### src/rtl/e203_ifu_fetch_seq.sv
// e203_ifu_fetch_seq: single-outstanding instruction fetch sequencer with a one-entry IR
// and static next-PC prediction (JAL and backward branches taken).
module e203_ifu_fetch_seq #(
  parameter int PC_SIZE = 32,
  parameter logic [PC_SIZE-1:0] RESET_PC = PC_SIZE'(32'h8000_0000)
) (
  input  logic               clk,
  input  logic               rst_n,
  output logic               ifu_req_valid,
  input  logic               ifu_req_ready,
  output logic [PC_SIZE-1:0] ifu_req_pc,
  input  logic               ifu_rsp_valid,
  output logic               ifu_rsp_ready,
  input  logic [31:0]        ifu_rsp_instr,
  input  logic               ifu_rsp_err,
  output logic [31:0]        mdec_instr,
  input  logic               dec_rv32,
  input  logic               dec_jal,
  input  logic               dec_jalr,
  input  logic               dec_bxx,
  input  logic [31:0]        dec_bjp_imm,
  output logic               ir_valid,
  input  logic               ir_ready,
  output logic [31:0]        ir_instr,
  output logic [PC_SIZE-1:0] ir_pc,
  output logic               ir_pred_taken,
  output logic               ir_err,
  input  logic               flush_req,
  input  logic [PC_SIZE-1:0] flush_pc,
  output logic               flush_ack
);
  typedef enum logic [1:0] {REQ, WAIT, STALL, DRAIN} state_e;
  state_e state_q, state_d;
  logic [PC_SIZE-1:0] req_pc_q, req_pc_d, ir_pc_q, ir_pc_d, seq_pc, tgt_pc;
  logic [31:0] ir_instr_q, ir_instr_d;
  logic ir_valid_q, ir_valid_d, ir_err_q, ir_err_d, ir_pred_q, ir_pred_d;
  logic req_hs, rsp_hs, rsp_take, stop, pred, outstanding;
  assign ifu_req_valid = state_q == REQ;
  assign ifu_req_pc    = req_pc_q;
  assign ifu_rsp_ready = state_q == DRAIN | (state_q == WAIT & (!ir_valid_q | ir_ready));
  assign mdec_instr    = ifu_rsp_instr;
  assign flush_ack     = flush_req;
  assign ir_valid      = ir_valid_q;
  assign ir_instr      = ir_instr_q;
  assign ir_pc         = ir_pc_q;
  assign ir_pred_taken = ir_pred_q;
  assign ir_err        = ir_err_q;
  assign req_hs   = ifu_req_valid & ifu_req_ready;
  assign rsp_hs   = ifu_rsp_valid & ifu_rsp_ready;
  assign rsp_take = rsp_hs & state_q == WAIT & !flush_req;
  assign stop     = ifu_rsp_err | dec_jalr;
  assign pred     = !stop & (dec_jal | (dec_bxx & dec_bjp_imm[31]));
  assign seq_pc   = req_pc_q + (dec_rv32 ? PC_SIZE'(4) : PC_SIZE'(2));
  assign tgt_pc   = req_pc_q + dec_bjp_imm[PC_SIZE-1:0];
  // A request stays in flight past a flush if it was accepted but its response has not arrived yet.
  assign outstanding = ((state_q == WAIT | state_q == DRAIN) & !rsp_hs) | (state_q == REQ & req_hs);
  always_comb begin
    state_d    = state_q;
    req_pc_d   = req_pc_q;
    ir_valid_d = ir_valid_q & !ir_ready;
    ir_instr_d = ir_instr_q;
    ir_pc_d    = ir_pc_q;
    ir_err_d   = ir_err_q;
    ir_pred_d  = ir_pred_q;
    if (flush_req) begin
      ir_valid_d = 1'b0;
      req_pc_d   = flush_pc;
      state_d    = outstanding ? DRAIN : REQ;
    end else if (rsp_take) begin
      ir_valid_d = 1'b1;
      ir_instr_d = ifu_rsp_instr;
      ir_pc_d    = req_pc_q;
      ir_err_d   = ifu_rsp_err;
      ir_pred_d  = pred;
      req_pc_d   = stop ? req_pc_q : pred ? tgt_pc : seq_pc;
      state_d    = stop ? STALL : REQ;
    end else if (state_q == REQ & req_hs) begin
      state_d = WAIT;
    end else if (state_q == DRAIN & rsp_hs) begin
      state_d = REQ;
    end
  end
  always_ff @(posedge clk or negedge rst_n) begin
    if (!rst_n) begin
      state_q    <= REQ;
      req_pc_q   <= RESET_PC;
      ir_valid_q <= 1'b0;
      ir_instr_q <= '0;
      ir_pc_q    <= '0;
      ir_err_q   <= 1'b0;
      ir_pred_q  <= 1'b0;
    end else begin
      state_q    <= state_d;
      req_pc_q   <= req_pc_d;
      ir_valid_q <= ir_valid_d;
      ir_instr_q <= ir_instr_d;
      ir_pc_q    <= ir_pc_d;
      ir_err_q   <= ir_err_d;
      ir_pred_q  <= ir_pred_d;
    end
  end
endmodule

### config.mk
export PLATFORM = sky130hd
export DESIGN_NAME = e203_ifu_fetch_seq
export DESIGN_NICKNAME = d
export VERILOG_FILES = /design/src/rtl/e203_ifu_fetch_seq.sv
export SDC_FILE = /design/constraint.sdc
export NUM_CORES = 1
export LEC_CHECK = 0
export BUFFER_PORTS_ARGS = -buffer_cell sky130_fd_sc_hd__buf_2
export CORE_ASPECT_RATIO = 0.75
export CORE_UTILIZATION = 45
export CTS_CLUSTER_DIAMETER = 30
export DETAILED_ROUTE_END_ITERATION = 6
export PLACE_DENSITY = 0.74
export SLEW_MARGIN = 20
export SYNTH_ARGS = -nofsm -noshare
export SYNTH_HDL_FRONTEND = slang
export SYNTH_SLANG_ARGS = --single-unit
### constraint.sdc
create_clock -name clk -period 2.9 [get_ports clk]
set_clock_uncertainty 0.15 [all_clocks]
set_input_delay 0.58 -clock clk [delete_from_list [all_inputs] [get_ports clk]]
set_output_delay 0.58 -clock clk [all_outputs]
set_load 0.005 [all_outputs]
=== Word level (Yosys, flattened, before mapping) ===
Index checks and enable logic that the tools add are counted.

* $add $sub $neg: 2
* Mux-type cells: 13
* Eq/ne operators: 3
* Bitwise gates (word level): 18
* Reductions and logical operators: 10

{| class="wikitable"
|+ Operators by type and width
! kind !! count
|-
| $mux 32 || 4
|-
| $add 32x3->32 || 1
|-
| $add 32x32->32 || 1
|-
| $mux 2 || 6
|-
| $and 1x1->1 || 11
|-
| $or 1x1->1 || 6
|-
| $logic_not 1->1 || 5
|-
| $reduce_and 2->1 || 2
|-
| $reduce_bool 4->1 || 1
|-
| $mux 3 || 1
|-
| $eq 2x1->1 const B || 1
|-
| $eq 2x2->1 const B || 1
|-
| $logic_not 2->1 || 1
|-
| $mux 1 || 2
|-
| $ne 2x2->1 const B || 1
|-
| $reduce_bool 2->1 || 1
|-
| $not 1->1 || 1
|}

* Output and inout port bits: 134
* Word-level logic and storage cells: 53
* Input port bits: 107
* Register bits: 101

=== Logic depth before layout (Yosys ltp) ===
* Word-level depth: 10
* Mapped depth: 15
* Mapped depth without buffers: 14

=== Worst setup path after synthesis ===
OpenSTA, ideal clock, no wires.

* Path kind: input to register
* Start: input dec_bjp_imm[31]
* End: register req_pc_q[24] (netlist: ifu_req_pc[24])
* Arrival: 3.182 ns
* Data required time: 2.626 ns
* Setup time: 0.124 ns
* Stages: 12
* Buffers on the path: 0
* Path slack: -0.556 ns
* Path through: a21oi_1 > nor3_1 > mux2_2 > ha_1 > nor2b_1 > o31ai_1 > a31oi_1 > a221oi_2 > o21ai_1 > a31oi_1 > xor2_1 > o21ai_1

* Longest elaborated chain between the ends: 7

{| class="wikitable"
|+ Ends and longest elaborated chain
! what !! RTL line !! RTL
|-
| start, declared || 21 || <nowiki>input logic [31:0] dec_bjp_imm,</nowiki>
|-
| $and 1x1->1 || 52 || <nowiki>assign pred = !stop & (dec_jal | (dec_bxx & dec_bjp_imm[31]));</nowiki>
|-
| $or 1x1->1 || 52 ||
|-
| $and 1x1->1 || 52 ||
|-
| $mux 32 (2 in a row) || 75 || <nowiki>req_pc_d = stop ? req_pc_q : pred ? tgt_pc : seq_pc;</nowiki>
|-
| $mux 32 || 69 || <nowiki>end else if (rsp_take) begin</nowiki>
|-
| $mux 32 || 65 || <nowiki>if (flush_req) begin</nowiki>
|-
| end signal, assigned || 94 || <nowiki>req_pc_q <= req_pc_d;</nowiki>
|-
| end, declared || 34 || <nowiki>logic [PC_SIZE-1:0] req_pc_q, req_pc_d, ir_pc_q, ir_pc_d, seq_pc, tgt_pc;</nowiki>
|}

Every way passes these cells. The select of a mux whose other input is x is not followed.
A chain may end at the register's enable or synchronous reset.

=== Worst setup path in the final report ===
* Start: input dec_bjp_imm[31]
* End: register req_pc_q[17] (netlist: ifu_req_pc[17])

Same word-level chain as after synthesis.

==> results.cfg <==
[worst_hold_path]
hold_class = input pin to async pin

[power]
vdd.ir_drop.worst_mv = 0.397
power.density_nw_per_um2 = 640
power_leakage_nw = 4.35

[timing]
hold_violations = 0
rsz0062_at_grt = yes
period_minus_slack_ps = 2990
tightest_slew_ps = 688
max_freq_ghz = 0.334
drv_slew = 0
finalSetupViolations = 8
period_share = 1.03
relSlewSlack = 0.541
worst_slack_ps = -93.4

[synthesis]
synthesis.nets = 775
synth.avg_cell_area_um2 = 10.0
netlist_area_um2 = 6360
synth_ff_type = dfrtp_1
ys_seq_area_frac = 0.397
yosys_register_bits = 101
yosys-top-cells-area = dfrtp_1 (39%), mux2_2 (12%), ha_1 (6.1%)
syn_inst = 636
synth_area_leader_cell = dfrtp_1
synth-async-reset-ratio = 1.00
yosysWarnings = 0
yosys.area.top_type_share = 0.393
synth-edff-count = 0
synth.distinct_cells = 59

[placement]
place_area_um2 = 8260
gp_congestion = 0.917
port_buffers = 240
dp.final_hpwl_um = 13400
place_inst = 1076
dpl_worst_slack_ps = -571

[clock_network]
cts_hold_buf = 0
cts_inserted_buffers = 9
clockRootBuffer = clkbuf_16
htreeDepth = 3
tritoncts = done
clk_path_buf_depth = 2
clock_latency_ps = 350
clk_pin_slew_ps = 80
clock-sinks = 101

[worst_setup_path]
crit_chain = buf_8 > a21oi_4 > nor3_4 > buf_12 > mux2_4 > ha_4 > a21o_1 > a21oi_2 > a21oi_2 > o21ai_4 > a21oi_2 > or3_1 > a31oi_1 > o21ai_1
path_max_fanout = 25
crit_buf_inv = 2
reg2regPathDepth = 9
crit_path_top_delay_cell = or3_1
required_ps = 2990
crit_arrival_ps = 3080
critPathMaxStageDelay_ps = 370
crit_family = compound AO/OA/AOI/OAI gates
critical_path_depth = 14
cp-end-kind = flop
worstSetupStartpointType = input pin
worstSetupPathType = input pin to flop
crit_top_cell = a21oi_2

[floorplanning]
rows = 37
io_pins = 241
die_w_um = 139
die_y_um = 105
dieArea_um2 = 14600
initial_utilization = 0.463
core_area_um2 = 13700

[run_status]
violations = negative setup slack
status = complete, but fails checks

[global_route]
antenna_found_initial = 0
grt_max_degree = 50
grtUsageTotal = 0.243
grt_pass1_wl_um = 28400
first_global_vias = 5634
grt_overflow = 0

[drt]
vias = 5896
postRouteAntennaNets = 0
wire_per_inst_um = 16.2
drtIter0Drc = 384
drc = 0
wl_um = 17700
drt_pass1_iterations = 4
avgViaCountPerCell = 5.38

[finish]
diodes = 0
synthToLayoutAreaGrowth_pct = 38.0
fin_cells = 1095
fin_nets = 1054
postLayoutCellArea_um2 = 8780
final_cell_mix = buf_2 (235), dfrtp_1 (100), buf_4 (89), mux2_2 (66), a21oi_1 (49)
nFillCells = 1133
drive_above_1_share = 0.522
final_common_cell = buf_2

[run]
drv_cap = 0
-- worst reg2reg max path: stages, from the launching register on --
cell	delay, ps
dfrtp_1	440
ha_1	340
nand4_1	110
or2_1	260
o22ai_1	150
a211oi_1	80
o31ai_1	390
nor2_2	100
or4_1	410
nand3_1	90
-- power breakdown --
group          internal [W]  leakage [nW]  switching, W
sequential          0.00193          1.20      0.000300
combinational       0.00122          3.01      0.000942
clock              0.000605         0.140      0.000611
total               0.00376          4.35       0.00185
-- layout make-up --
cell class                 count  area (µm²)  area share
inverter                      12        45.0     0.00513
timing repair buffer         333        1990       0.227
multi-input combinational    458        3710       0.422
tap                          175         219      0.0249
clock inverter                 7        65.1     0.00741
sequential                   101        2530       0.288
clock buffer                   9         225      0.0256
-- final timing paths --
path                                             from  slack (ps)                    endpoint
max                                   dec_bjp_imm[31]         -90  ifu_req_pc[17]$_DFFE_PN0P_
min                                             rst_n          40  ifu_req_pc[13]$_DFFE_PN0P_
max reg2reg                ifu_req_pc[17]$_DFFE_PN0P_         330  ifu_req_pc[31]$_DFFE_PN1P_
min reg2reg                     ir_pc[16]$_DFFE_PN0P_         350       ir_pc[16]$_DFFE_PN0P_
max in group asynchronous                       rst_n        1900  ifu_req_pc[31]$_DFFE_PN1P_
min in group clk                         flush_pc[10]         280  ifu_req_pc[10]$_DFFE_PN0P_
-- per-layer routing --
metal	wire (µm)	track usage	vias up	share of wire
li1	-	-	2815	-
met1	8260	0.336	2812	0.47
met2	8070	0.385	244	0.46
met3	1160	0.0509	25	0.065
met4	231	0.0611	0	0.013
met5	0	0	-	0
-- registers in the layout, indices dropped and copies added, names as in the netlist --
register and cells:
state_q 2, ir_err 1, ir_valid 1, ir_instr 32
ifu_req_pc 32, ir_pc 32, ir_pred_taken 1
-- through the flow --
stage | util | setup TNS, ps | hold WS [ps] | power (W)
after floorplan | - | -1980 | 134 | 0.00340
after global placement | 0.600 | -8790 | 334 | 0.00432
after detailed placement | 0.600 | -10220 | 340 | 0.00438
after CTS | 0.633 | -220 | 54.5 | 0.00563
after global routing | 0.639 | -2600 | 70.7 | 0.00596
final | 0.639 | -455 | 40.9 | 0.00562
-- Yosys cell counts, types with 11 or more instances --
master	count
dfrtp_1	100
mux2_2	67
a21oi_1	58
nand2_1	36
buf_4	35
and2_1	31
ha_1	31
o21ai_0	26
nor2_1	21
o21ai_1	21
a21o_1	20
xnor2_1	14
clkbuf_1	12
inv_1	12
or3_1	11
xor2_1	11
-- what timing repair did --
action | in CTS | in global routing
setup buffers | 1 | 2
pin swaps | 6 | 5
endpoints found under the setup margin | 16 | 22
resized for setup | 27 | 16
gates cloned | 0 | 0
hold endpoints to repair | 0 | 0
-- kinds of logic after synthesis --
logic type      synth area share
mux                        0.122
xor+xnor                  0.0344
fa+ha+maj                 0.0641
simple gates               0.133
compound gates             0.173
flops                      0.397
buf+inv                   0.0771
(Power assumes the default switching activity.)
